File: config.mk
export PLATFORM = sky130hd
export DESIGN_NAME = fen_pos_stream
export DESIGN_NICKNAME = d
export VERILOG_FILES = /design/src/rtl/chess_pkg.sv /design/src/rtl/fen_char_decode.sv /design/src/rtl/fen_pos_stream.sv
export SDC_FILE = /design/constraint.sdc
export NUM_CORES = 1
export LEC_CHECK = 0
export ABC_AREA = 1
export CAP_MARGIN = 20
export CORE_ASPECT_RATIO = 0.7
export CORE_UTILIZATION = 62
export CTS_BUF_LIST = sky130_fd_sc_hd__clkbuf_16
export DETAILED_ROUTE_END_ITERATION = 10
export GPL_TIMING_DRIVEN = 1
export PLACE_DENSITY = 0.85
export SYNTH_ARGS = -nofsm -noshare
export SYNTH_HDL_FRONTEND = slang
export SYNTH_HIERARCHICAL = 1
export SYNTH_SLANG_ARGS = --single-unit
export TNS_END_PERCENT = 10
File: constraint.sdc
create_clock -name clk -period 3.75 [get_ports clk]
set_input_delay 0.75 -clock clk [delete_from_list [all_inputs] [get_ports clk]]
set_output_delay 0.75 -clock clk [all_outputs]
set_load 0.02 [all_outputs]
File: src/rtl/chess_pkg.sv
// rtl/chess_pkg.sv - shared piece codes, FEN ASCII constants and parser state enum
package chess_pkg;

  localparam logic [3:0] PIECE_EMPTY  = 4'd0;
  localparam logic [3:0] PIECE_PAWN   = 4'd1;
  localparam logic [3:0] PIECE_KNIGHT = 4'd2;
  localparam logic [3:0] PIECE_BISHOP = 4'd3;
  localparam logic [3:0] PIECE_ROOK   = 4'd4;
  localparam logic [3:0] PIECE_QUEEN  = 4'd5;
  localparam logic [3:0] PIECE_KING   = 4'd6;
  localparam logic [3:0] PIECE_BLACK  = 4'd8;

  localparam logic [7:0] ASCII_SLASH  = 8'h2F;
  localparam logic [7:0] ASCII_SPACE  = 8'h20;
  localparam logic [7:0] ASCII_W      = 8'h77;
  localparam logic [7:0] ASCII_B      = 8'h62;

  typedef enum logic [1:0] {
    ST_BOARD  = 2'd0,
    ST_EXPAND = 2'd1,
    ST_STM    = 2'd2,
    ST_SKIP   = 2'd3
  } fen_state_t;

endpackage

File: src/rtl/fen_char_decode.sv
// rtl/fen_char_decode.sv - classifies one FEN board byte
module fen_char_decode
  import chess_pkg::*;
(
  input  logic [7:0] ch,
  output logic       is_piece,
  output logic [3:0] piece,
  output logic       is_digit,
  output logic [3:0] digit,
  output logic       is_slash,
  output logic       is_space
);

  // Map piece letters to codes; uppercase is white, lowercase sets the black bit
  always_comb begin
    is_piece = 1'b1;
    piece    = PIECE_EMPTY;
    case (ch)
      8'h50: piece = PIECE_PAWN;
      8'h4E: piece = PIECE_KNIGHT;
      8'h42: piece = PIECE_BISHOP;
      8'h52: piece = PIECE_ROOK;
      8'h51: piece = PIECE_QUEEN;
      8'h4B: piece = PIECE_KING;
      8'h70: piece = PIECE_BLACK | PIECE_PAWN;
      8'h6E: piece = PIECE_BLACK | PIECE_KNIGHT;
      8'h62: piece = PIECE_BLACK | PIECE_BISHOP;
      8'h72: piece = PIECE_BLACK | PIECE_ROOK;
      8'h71: piece = PIECE_BLACK | PIECE_QUEEN;
      8'h6B: piece = PIECE_BLACK | PIECE_KING;
      default: begin
        is_piece = 1'b0;
        piece    = PIECE_EMPTY;
      end
    endcase
  end

  // Only '1'..'8' are run lengths; '0' and '9' fall through as illegal
  assign is_digit = (ch >= 8'h31) && (ch <= 8'h38);
  assign digit    = is_digit ? ch[3:0] : 4'd0;
  assign is_slash = (ch == ASCII_SLASH);
  assign is_space = (ch == ASCII_SPACE);

endmodule

File: src/rtl/fen_pos_stream.sv
// rtl/fen_pos_stream.sv - FEN board field parser emitting the 64-square piece stream
module fen_pos_stream
  import chess_pkg::*;
(
  input  logic       clk,
  input  logic       rst_n,
  input  logic       in_valid,
  input  logic [7:0] in_data,
  input  logic       in_last,
  output logic       in_ready,
  output logic       out_pos_valid,
  output logic [3:0] out_pos_data,
  output logic       out_pos_sop,
  output logic       out_stm,
  output logic       out_done,
  output logic       out_err
);

  fen_state_t state_q, state_d;
  logic [6:0] sq_q, sq_d;
  logic [3:0] file_q, file_d;
  logic [2:0] rank_q, rank_d;
  logic [2:0] run_q, run_d;
  logic       err_q, err_d;
  logic       rec_start_q, rec_start_d;

  logic       pos_valid_d;
  logic [3:0] pos_data_d;
  logic       pos_sop_d;
  logic       stm_d;
  logic       done_d;
  logic       err_out_d;

  logic       dec_is_piece;
  logic [3:0] dec_piece;
  logic       dec_is_digit;
  logic [3:0] dec_digit;
  logic       dec_is_slash;
  logic       dec_is_space;

  logic       accept;
  logic       emit;
  logic [3:0] emit_code;
  logic       bad;
  logic [4:0] file_sum;

  fen_char_decode u_decode (
    .ch       (in_data),
    .is_piece (dec_is_piece),
    .piece    (dec_piece),
    .is_digit (dec_is_digit),
    .digit    (dec_digit),
    .is_slash (dec_is_slash),
    .is_space (dec_is_space)
  );

  // Byte intake stalls only while a digit run is being expanded
  assign in_ready = (state_q != ST_EXPAND);
  assign accept   = in_valid && in_ready;
  assign file_sum = {1'b0, file_q} + {1'b0, dec_digit};

  // Next-state, counter and output decisions for one cycle
  always_comb begin
    state_d     = state_q;
    sq_d        = sq_q;
    file_d      = file_q;
    rank_d      = rank_q;
    run_d       = run_q;
    err_d       = err_q;
    rec_start_d = rec_start_q;
    stm_d       = out_stm;
    err_out_d   = out_err;
    done_d      = 1'b0;
    emit        = 1'b0;
    emit_code   = PIECE_EMPTY;
    bad         = 1'b0;

    if (state_q == ST_EXPAND) begin
      emit  = 1'b1;
      run_d = run_q - 3'd1;
      if (run_q == 3'd1) begin
        state_d = ST_BOARD;
      end
    end else if (accept) begin
      if (rec_start_q) begin
        rec_start_d = 1'b0;
        err_out_d   = 1'b0;
      end
      case (state_q)
        ST_BOARD: begin
          if (dec_is_piece) begin
            if (file_q == 4'd8) begin
              bad = 1'b1;
            end else begin
              emit      = 1'b1;
              emit_code = dec_piece;
              file_d    = file_q + 4'd1;
            end
          end else if (dec_is_digit) begin
            if (file_sum > 5'd8) begin
              bad = 1'b1;
            end else begin
              emit   = 1'b1;
              file_d = file_sum[3:0];
              run_d  = 3'(dec_digit - 4'd1);
              if (dec_digit != 4'd1) begin
                state_d = ST_EXPAND;
              end
            end
          end else if (dec_is_slash) begin
            if ((file_q != 4'd8) || (rank_q == 3'd7)) begin
              bad = 1'b1;
            end else begin
              file_d = 4'd0;
              rank_d = rank_q + 3'd1;
            end
          end else if (dec_is_space) begin
            if (sq_q != 7'd64) begin
              bad = 1'b1;
            end else begin
              state_d = ST_STM;
            end
          end else begin
            bad = 1'b1;
          end
        end
        ST_STM: begin
          if (in_data == ASCII_W) begin
            stm_d   = 1'b1;
            state_d = ST_SKIP;
          end else if (in_data == ASCII_B) begin
            stm_d   = 1'b0;
            state_d = ST_SKIP;
          end else begin
            bad = 1'b1;
          end
        end
        default: begin
        end
      endcase

      if (bad) begin
        err_d   = 1'b1;
        state_d = ST_SKIP;
      end

      // A record that ends inside the board field is malformed; its final byte emits nothing
      if (in_last) begin
        emit        = 1'b0;
        done_d      = 1'b1;
        err_out_d   = err_q | bad | (state_q == ST_BOARD);
        err_d       = 1'b0;
        rec_start_d = 1'b1;
        state_d     = ST_BOARD;
        file_d      = 4'd0;
        rank_d      = 3'd0;
        run_d       = 3'd0;
        sq_d        = 7'd0;
      end
    end

    if (emit) begin
      sq_d = sq_q + 7'd1;
    end
    pos_valid_d = emit;
    pos_data_d  = emit_code;
    pos_sop_d   = emit && (sq_q == 7'd0);
  end

  // State, counters and registered outputs
  always_ff @(posedge clk or negedge rst_n) begin
    if (!rst_n) begin
      state_q       <= ST_BOARD;
      sq_q          <= 7'd0;
      file_q        <= 4'd0;
      rank_q        <= 3'd0;
      run_q         <= 3'd0;
      err_q         <= 1'b0;
      rec_start_q   <= 1'b1;
      out_pos_valid <= 1'b0;
      out_pos_data  <= PIECE_EMPTY;
      out_pos_sop   <= 1'b0;
      out_stm       <= 1'b0;
      out_done      <= 1'b0;
      out_err       <= 1'b0;
    end else begin
      state_q       <= state_d;
      sq_q          <= sq_d;
      file_q        <= file_d;
      rank_q        <= rank_d;
      run_q         <= run_d;
      err_q         <= err_d;
      rec_start_q   <= rec_start_d;
      out_pos_valid <= pos_valid_d;
      out_pos_data  <= pos_data_d;
      out_pos_sop   <= pos_sop_d;
      out_stm       <= stm_d;
      out_done      <= done_d;
      out_err       <= err_out_d;
    end
  end

endmodule

== After elaboration in Yosys (flattened, before gate mapping) ==
Index checks and enable logic that the tools add are counted.

* Bits in registers: 30
* Bits of input ports: 12
* Output and inout port bits: 10
* Logic and storage cells: 172

* Add/sub/neg operators: 6
* Order comparisons: 3
* Eq/ne operators: 41
* Mux-type cells: 78
* Bitwise logic cells: 3
* Reductions and logical operators: 28

{| class="wikitable"
|+ Operators with widths
! cell !! number
|-
| equality test 8 x 7 -> 1 bit, second input constant || 13
|-
| 2-to-1 mux 4 bit || 14
|-
| one-hot mux 4 bit (12 select lines) || 1
|-
| 2-to-1 mux 3 bit || 13
|-
| 2-to-1 mux 1 bit || 30
|-
| 2-to-1 mux 2 bit || 14
|-
| 2-to-1 mux 7 bit || 4
|-
| inequality test 6 x 5 -> 1 bit, second input constant || 3
|-
| inequality test 6 bit, second input constant || 3
|-
| equality test 8 x 6 -> 1 bit, second input constant || 2
|-
| nonzero test 2 bit || 8
|-
| AND reduction 7 bit || 2
|-
| OR reduction 12 bit || 1
|-
| AND reduction 10 bit || 1
|-
| AND reduction 3 bit || 3
|-
| >= comparator 8 x 6 -> 1 bit, second input constant || 1
|-
| <= comparator 8 x 6 -> 1 bit, second input constant || 1
|-
| inequality test 2 bit, second input constant || 4
|-
| inequality test 4 bit, second input constant || 2
|-
| adder 7 x 1 -> 7 bit, second input constant || 1
|-
| logical NOT 7 bit || 1
|-
| inequality test 7 bit, second input constant || 1
|-
| inequality test 3 bit, second input constant || 2
|-
| nonzero test 3 bit || 2
|-
| 27 further kinds || 32
|}

== Longest topological paths before layout ==
* Depth after elaboration: 15
* Mapped depth: 23
* Mapped depth without buffers: 23

== Cells and area by module ==
Netlist, hierarchy kept.

{| class="wikitable"
|+ By module, submodules not included
! module !! instances !! cells each !! area an instance (µm²) !! sequential area each (µm²)
|-
| fen_pos_stream || 1 || 265 || 2,047.0 || 752.0
|-
| fen_char_decode || 1 || 77 || 329.1 || 0.0
|}

== Worst setup path after synthesis ==
OpenSTA, ideal clock, no wires.

* Path kind: input-to-reg
* Start: input port in_data[7]
* End: register sq_q[2]
* Setup time: 117 ps
* Arrival time: 2,992 ps
* Data required time: 3,633 ps
* Setup slack: 641 ps
* Stages: 19
* Path buffers: 0
* Cells stage by stage: nor2_1 nand3_1 nor2_4 inv_2 nor2_1 ha_1 inv_1 fa_1 inv_1 nor2_1 nand3_1 nand3_2 nand4_2 nand2_1 nand2_2 nand3_1 nand2_2 nand2_1 nand2_1

* Longest elaborated chain between the ends: 14
* Elaborated cells between the ends (all ways): 32
* Those cells by class: 1 x add/sub; 3 x order compare; 13 x eq/ne; 10 x mux; 5 x reduce/logical

{| class="wikitable"
|+ Ends and longest elaborated chain
! item !! RTL line !! text
|-
| from (decl) || fen_pos_stream.sv:8 || <nowiki>input logic [7:0] in_data,</nowiki>
|-
| >= comparator 8 x 6 -> 1 bit / <= comparator 8 x 6 -> 1 bit (equally long branches) || fen_char_decode.sv:39 || <nowiki>assign is_digit = (ch >= 8'h31) && (ch <= 8'h38);</nowiki>
|-
| logical AND 1 bit (*) || fen_char_decode.sv:39 ||
|-
| via dec_is_digit || fen_pos_stream.sv:36 || <nowiki>logic dec_is_digit;</nowiki>
|-
| 2-to-1 mux 4 bit (*) || fen_char_decode.sv:40 || <nowiki>assign digit = is_digit ? ch[3:0] : 4'd0;</nowiki>
|-
| via dec_digit[0] || fen_pos_stream.sv:37 || <nowiki>logic [3:0] dec_digit;</nowiki>
|-
| adder 4 x 4 -> 5 bit (*) || fen_pos_stream.sv:60 || <nowiki>assign file_sum = {1'b0, file_q} + {1'b0, dec_digit};</nowiki>
|-
| > comparator 5 x 4 -> 1 bit (*) || fen_pos_stream.sv:100 || <nowiki>if (file_sum > 5'd8) begin</nowiki>
|-
| 2-to-1 mux 1 bit (*) || fen_pos_stream.sv:100 ||
|-
| 2-to-1 mux 1 bit (*) || fen_pos_stream.sv:99 || <nowiki>end else if (dec_is_digit) begin</nowiki>
|-
| 2-to-1 mux 1 bit (*) || fen_pos_stream.sv:91 || <nowiki>if (dec_is_piece) begin</nowiki>
|-
| 2-to-1 mux 1 bit (*) || fen_pos_stream.sv:89 || <nowiki>case (state_q)</nowiki>
|-
| 2-to-1 mux 1 bit (*) || fen_pos_stream.sv:148 || <nowiki>if (in_last) begin</nowiki>
|-
| 2-to-1 mux 1 bit (*) || fen_pos_stream.sv:84 || <nowiki>end else if (accept) begin</nowiki>
|-
| 2-to-1 mux 1 bit (*) || fen_pos_stream.sv:78 || <nowiki>if (state_q == ST_EXPAND) begin</nowiki>
|-
| inequality test 2 bit (no line) / nonzero test 2 bit (equally long branches) || - ||
|-
| AND reduction 3 bit (no line) || - ||
|-
| to (signal assigned) || fen_pos_stream.sv:188 || <nowiki>sq_q <= sq_d;</nowiki>
|-
| to (decl) || fen_pos_stream.sv:20 || <nowiki>logic [6:0] sq_q, sq_d;</nowiki>
|}

The timed path passes the listed nets; every way through them passes the cells marked *.
A chain may end at the register's enable or synchronous reset.

== Final worst setup path ==
* Start: input port in_data[2]
* End: register state_q[1]

* Longest elaborated chain between the ends: 15
* Elaborated cells between the ends (all ways): 51
* Those cells by class: 1 x add/sub; 3 x order compare; 23 x eq/ne; 20 x mux; 4 x reduce/logical

{| class="wikitable"
|+ Ends and longest elaborated chain
! item !! RTL line !! text
|-
| >= comparator 8 x 6 -> 1 bit / <= comparator 8 x 6 -> 1 bit (equally long branches) || fen_char_decode.sv:39 ||
|-
| logical AND 1 bit (*) || fen_char_decode.sv:39 ||
|-
| via dec_is_digit || fen_pos_stream.sv:36 ||
|-
| 2-to-1 mux 4 bit (*) || fen_char_decode.sv:40 ||
|-
| via dec_digit[1] || fen_pos_stream.sv:37 ||
|-
| adder 4 x 4 -> 5 bit || fen_pos_stream.sv:60 ||
|-
| > comparator 5 x 4 -> 1 bit || fen_pos_stream.sv:100 ||
|-
| 2-to-1 mux 1 bit || fen_pos_stream.sv:100 ||
|-
| 2-to-1 mux 1 bit || fen_pos_stream.sv:99 ||
|-
| 2-to-1 mux 1 bit || fen_pos_stream.sv:91 ||
|-
| one-hot mux 1 bit (2 select lines) || fen_pos_stream.sv:89 ||
|-
| 2-to-1 mux 1 bit || fen_pos_stream.sv:84 ||
|-
| 2-to-1 mux 1 bit || fen_pos_stream.sv:78 ||
|-
| 2-to-1 mux 2 bit || fen_pos_stream.sv:142 || <nowiki>if (bad) begin</nowiki>
|-
| 2-to-1 mux 2 bit || fen_pos_stream.sv:148 ||
|-
| 2-to-1 mux 2 bit || fen_pos_stream.sv:84 ||
|-
| 2-to-1 mux 2 bit || fen_pos_stream.sv:78 ||
|-
| to (signal assigned) || fen_pos_stream.sv:187 || <nowiki>state_q <= state_d;</nowiki>
|-
| to (decl) || fen_pos_stream.sv:19 || <nowiki>fen_state_t state_q, state_d;</nowiki>
|}

The timed path passes the listed nets; every way through them passes the cells marked *. The select of a mux whose other input is x is not followed.

==> metrics.md <==
| Metric | Value |
|---|---|
| Critical R2R Launch | file_q[0] |
| Clk sink count | 30 |
| Count of boundary I/O pins | 22 |
| Clock Pin Slew Worst Setup and Hold Paths | 0.05 ns |
| Register area share after synthesis | 31.65% |
| Max_cap viols | 0 |
| Largest family of logic cells by synthesized area | simple AND/OR/NAND/NOR gates |
| Die height | 53.80 microns |
| Synth Register Bits | 30 |
| Async SR Flop Fraction | 100.0% |
| Initial antenna violation count | 0 |
| CTS tree | done |
| Met2 usage | 51.52% |
| Die W | 75.99 microns |
| Cts bufs inserted | 5 |
| Routed length per instance | 14.05 microns |
| Layout Utilization | 80.69% |
| Layout Skew | 0.007314 ns |
| Crit path max fanout | 5 |
| Commonest cells after routing, fill and taps aside | nand2_1 (98), inv_1 (40), nor2_1 (39), dfrtp_1 (29) |
| RSZ-0062 raised after global routing | false |
| Cell count after synthesis | 342 |
| Synth Net Count | 369 |
| CP top delay family | simple AND/OR/NAND/NOR gates |
| Share of cells above drive strength 1 | 15.93% |
| Synthesis Warnings | 6 |
| Hold path endpoint | sq_q[5] |
| Vias/cell | 5.515 |
| First-pass GRT wire length | 9853 microns |
| Antenna Cells | 0 |
| Worst r2r dst | state_q[1] |
| DR vias | 2388 |
| R2R depth | 14 |
| Final Setup Violations | 0 |
| Final worst setup slack | 0.3250 ns |
| Max Fclk | 292.0 MHz |
| Mean Syn Cell Area | 6.947 sq um |
| Initial DRC count | 284 |
| Final GP Congestion | 0.9623 |
| Slowest stage delay, CP | 0.53 ns |
| Core Rows | 18 |
| Synthesized cell area | 0.002376 sq mm |
| Drt drc | 0 |
| H-tree levels | 2 |
| Mux cell area share after synthesis | 0% |
| Hold path start | sq_q[5] |
| Pleak | 1.504 nW |
| TNS Setup | 0 ns |
| Crit start category | input port |
| Post-synthesis adder-cell area fraction | 8.215% |
| Clk buf depth | 2 |
| Max-slew violation count | 0 |
| Pre-Repair DR Iteration Count | 6 |
| Hold WS | 0.4814 ns |
| Cell Chain, Critical Path | clkdlybuf4s50_1, inv_1, nand2_2, nor2_2, inv_2, nand2_2, nor2_4, inv_2, nor2_1, inv_1, fa_1, inv_1, nor2_1, nand3_1, nand3_2, nand4_2, nand3_2, nand2_4, nor2_2, nor2_4, nand2_1, nand2_1 |
| Power Dens Cells | 488.7 mW/mm^2 |
| Hold WC Path Type | reg -> reg |
| Final period util | 91.33% |
| Largest net degree at the start of global routing | 31 |
| Slowest cell on crit path | clkdlybuf4s50_1 |
| Synth unique cells | 36 |
| Hpwl dp | 4454 microns |
| CP endpoint kind | register |
| Most used DFF post-synth | dfrtp_1 |
| Gr ovfl total | 0 |
| Worst VDD drop | 396.8 uV |
| R2R setup slack | 1.52 ns |
| Compound-Gate Fraction of Synth Area | 9.742% |
| Placed Cells | 425 |
| Dpl ws | 0.03119 ns |
| CP arrival | 3.60 ns |
| Antenna-violating nets left | 0 |
| Global Route met3 Usage | 7.966% |
| Clock Latency Late Sink | 0.28 ns |
| Fin. Hold Viols | 0 |
| Core area | 0.003603 sq mm |
| Actual slew at the worst max-slew pin | 0.4365 ns |
| Worst hold path depth | 2 |
| Die area | 0.004088 sq mm |
| Vias in the first global route | 2178 |
| CP Class | in -> reg |
| CP required | 3.92 ns |
| WL final | 6085 microns |
| Slew headroom | 70.67% |
| Port buffer count | 21 |
| Initial Util | 65.94% |
| Final min period | 3.425 ns |
| EDFF count, synth | 0 |
| Met1 Resource Use GR | 41.88% |
| Post-Synth XOR/XNOR Area | 2.212% |
| Status | complete, no violations |
| Simple-gate share of the synthesized area | 39.81% |
| Commonest non-fill, non-tap cell in the layout | nand2_1 |
| Grt peak-use layer | met2 |
| Post-Layout Cell Count | 433 |
| Buffers plus inverters on the worst setup path | 6 |
| Root Buffer Master | clkbuf_16 |
| Crit-path most repeated cell | inv_1 |
| Total track usage | 31.54% |
| Nets | 409 |
| Area Growth Syn to Fin | 22.38% |
cells in the mapped netlist, types with 2 or more instances:
cell type	number	area, sq um
dfrtp_1	29	725.7
o22ai_1	2	12.51
nor2_4	4	45.04
inv_1	40	150.1
nand3_2	6	60.06
a21oi_1	10	50.05
o21ai_0	14	70.07
o21ai_1	2	10.01
a22oi_1	4	30.03
nor2_2	6	37.54
nand2_4	3	33.78
nand2_2	5	31.28
nand3_1	22	110.1
ha_1	14	175.2
nand2_1	98	367.9
nand4_1	5	31.28
nor3_1	6	30.03
xor2_1	6	52.55
nor2_1	40	150.1
inv_2	10	37.54
cells by family after synthesis:
group | Yosys count
and+or+nand+nor | 201
buffers and inverters | 51
AOI/OAI and AO/OA | 39
DFF | 30
adders and majority gates | 15
xor gates and xnor gates | 6
through the flow:
step                      cell area, sq um  power, mW
after floorplan                       2376     0.7943
after global placement                2735     0.9274
after detailed placement              2735     0.9479
after CTS                             2900      1.413
after global routing                  2908      1.501
final                                 2908      1.421
flip-flops by register name (all words and copies together) (netlist names):
signal and flops:
sq_q 7, err_q 1, file_q 4, out_err 1
rank_q 3, out_pos_valid 1, out_pos_sop 1, out_stm 1
out_pos_data 4, rec_start_q 1, state_q 2, run_q 3
out_done 1
worst reg2reg max path, cell delays in order (launching register included):
cell,delay [ns]
dfrtp_1,0.41
ha_1,0.19
inv_1,0.05
fa_1,0.48
inv_1,0.06
nor2_1,0.10
nand3_1,0.09
nand3_2,0.11
nand4_2,0.11
nand3_2,0.13
nand2_4,0.07
nor2_2,0.13
nor2_4,0.05
nand2_1,0.09
nand2_1,0.05
area by class of cell:
| cell class | instances | area (sq um) |
|---|---|---|
| multi-input combinational | 261 | 1433 |
| sequential | 30 | 752.0 |
| fill | 249 | 695.7 |
| clock inverter | 3 | 40.04 |
| clock buffer | 5 | 125.1 |
| timing repair buffer | 34 | 307.8 |
| inverter | 50 | 187.7 |
| tap | 50 | 62.56 |
report_power, final:
part	internal, mW	switching (mW)
combinational	0.185	0.320
clock	0.310	0.146
sequential	0.401	0.0593
worst max path at each step:
stage	start	end	slack, ns	cells past startpoint
floorplan	in_data[7]	sq_q[2]	0.64	19
global placement	in_data[2]	sq_q[3]	0.16	23
detailed placement	in_data[2]	run_q[1]	0.03	21
CTS	in_data[2]	sq_q[5]	0.32	23
global route	in_data[2]	sq_q[6]	0.05	23
finish	in_data[2]	state_q[1]	0.33	22
routing by layer:
| layer | share of wire, % | routed length (microns) |
|---|---|---|
| met1 | 47 | 2831 |
| met2 | 45 | 2730 |
| met3 | 6.7 | 409 |
| met4 | 1.9 | 113 |
| met5 | 0 | 0 |
repair_timing:
item / in CTS / in global routing
buffers inserted: 0 / 0
resized for setup: 0 / 2
endpoints found under the setup margin: 0 / 4
hold endpoints to repair: 0 / 0
hold buffers: 0 / 0
Power figures use the tool's default switching activity.
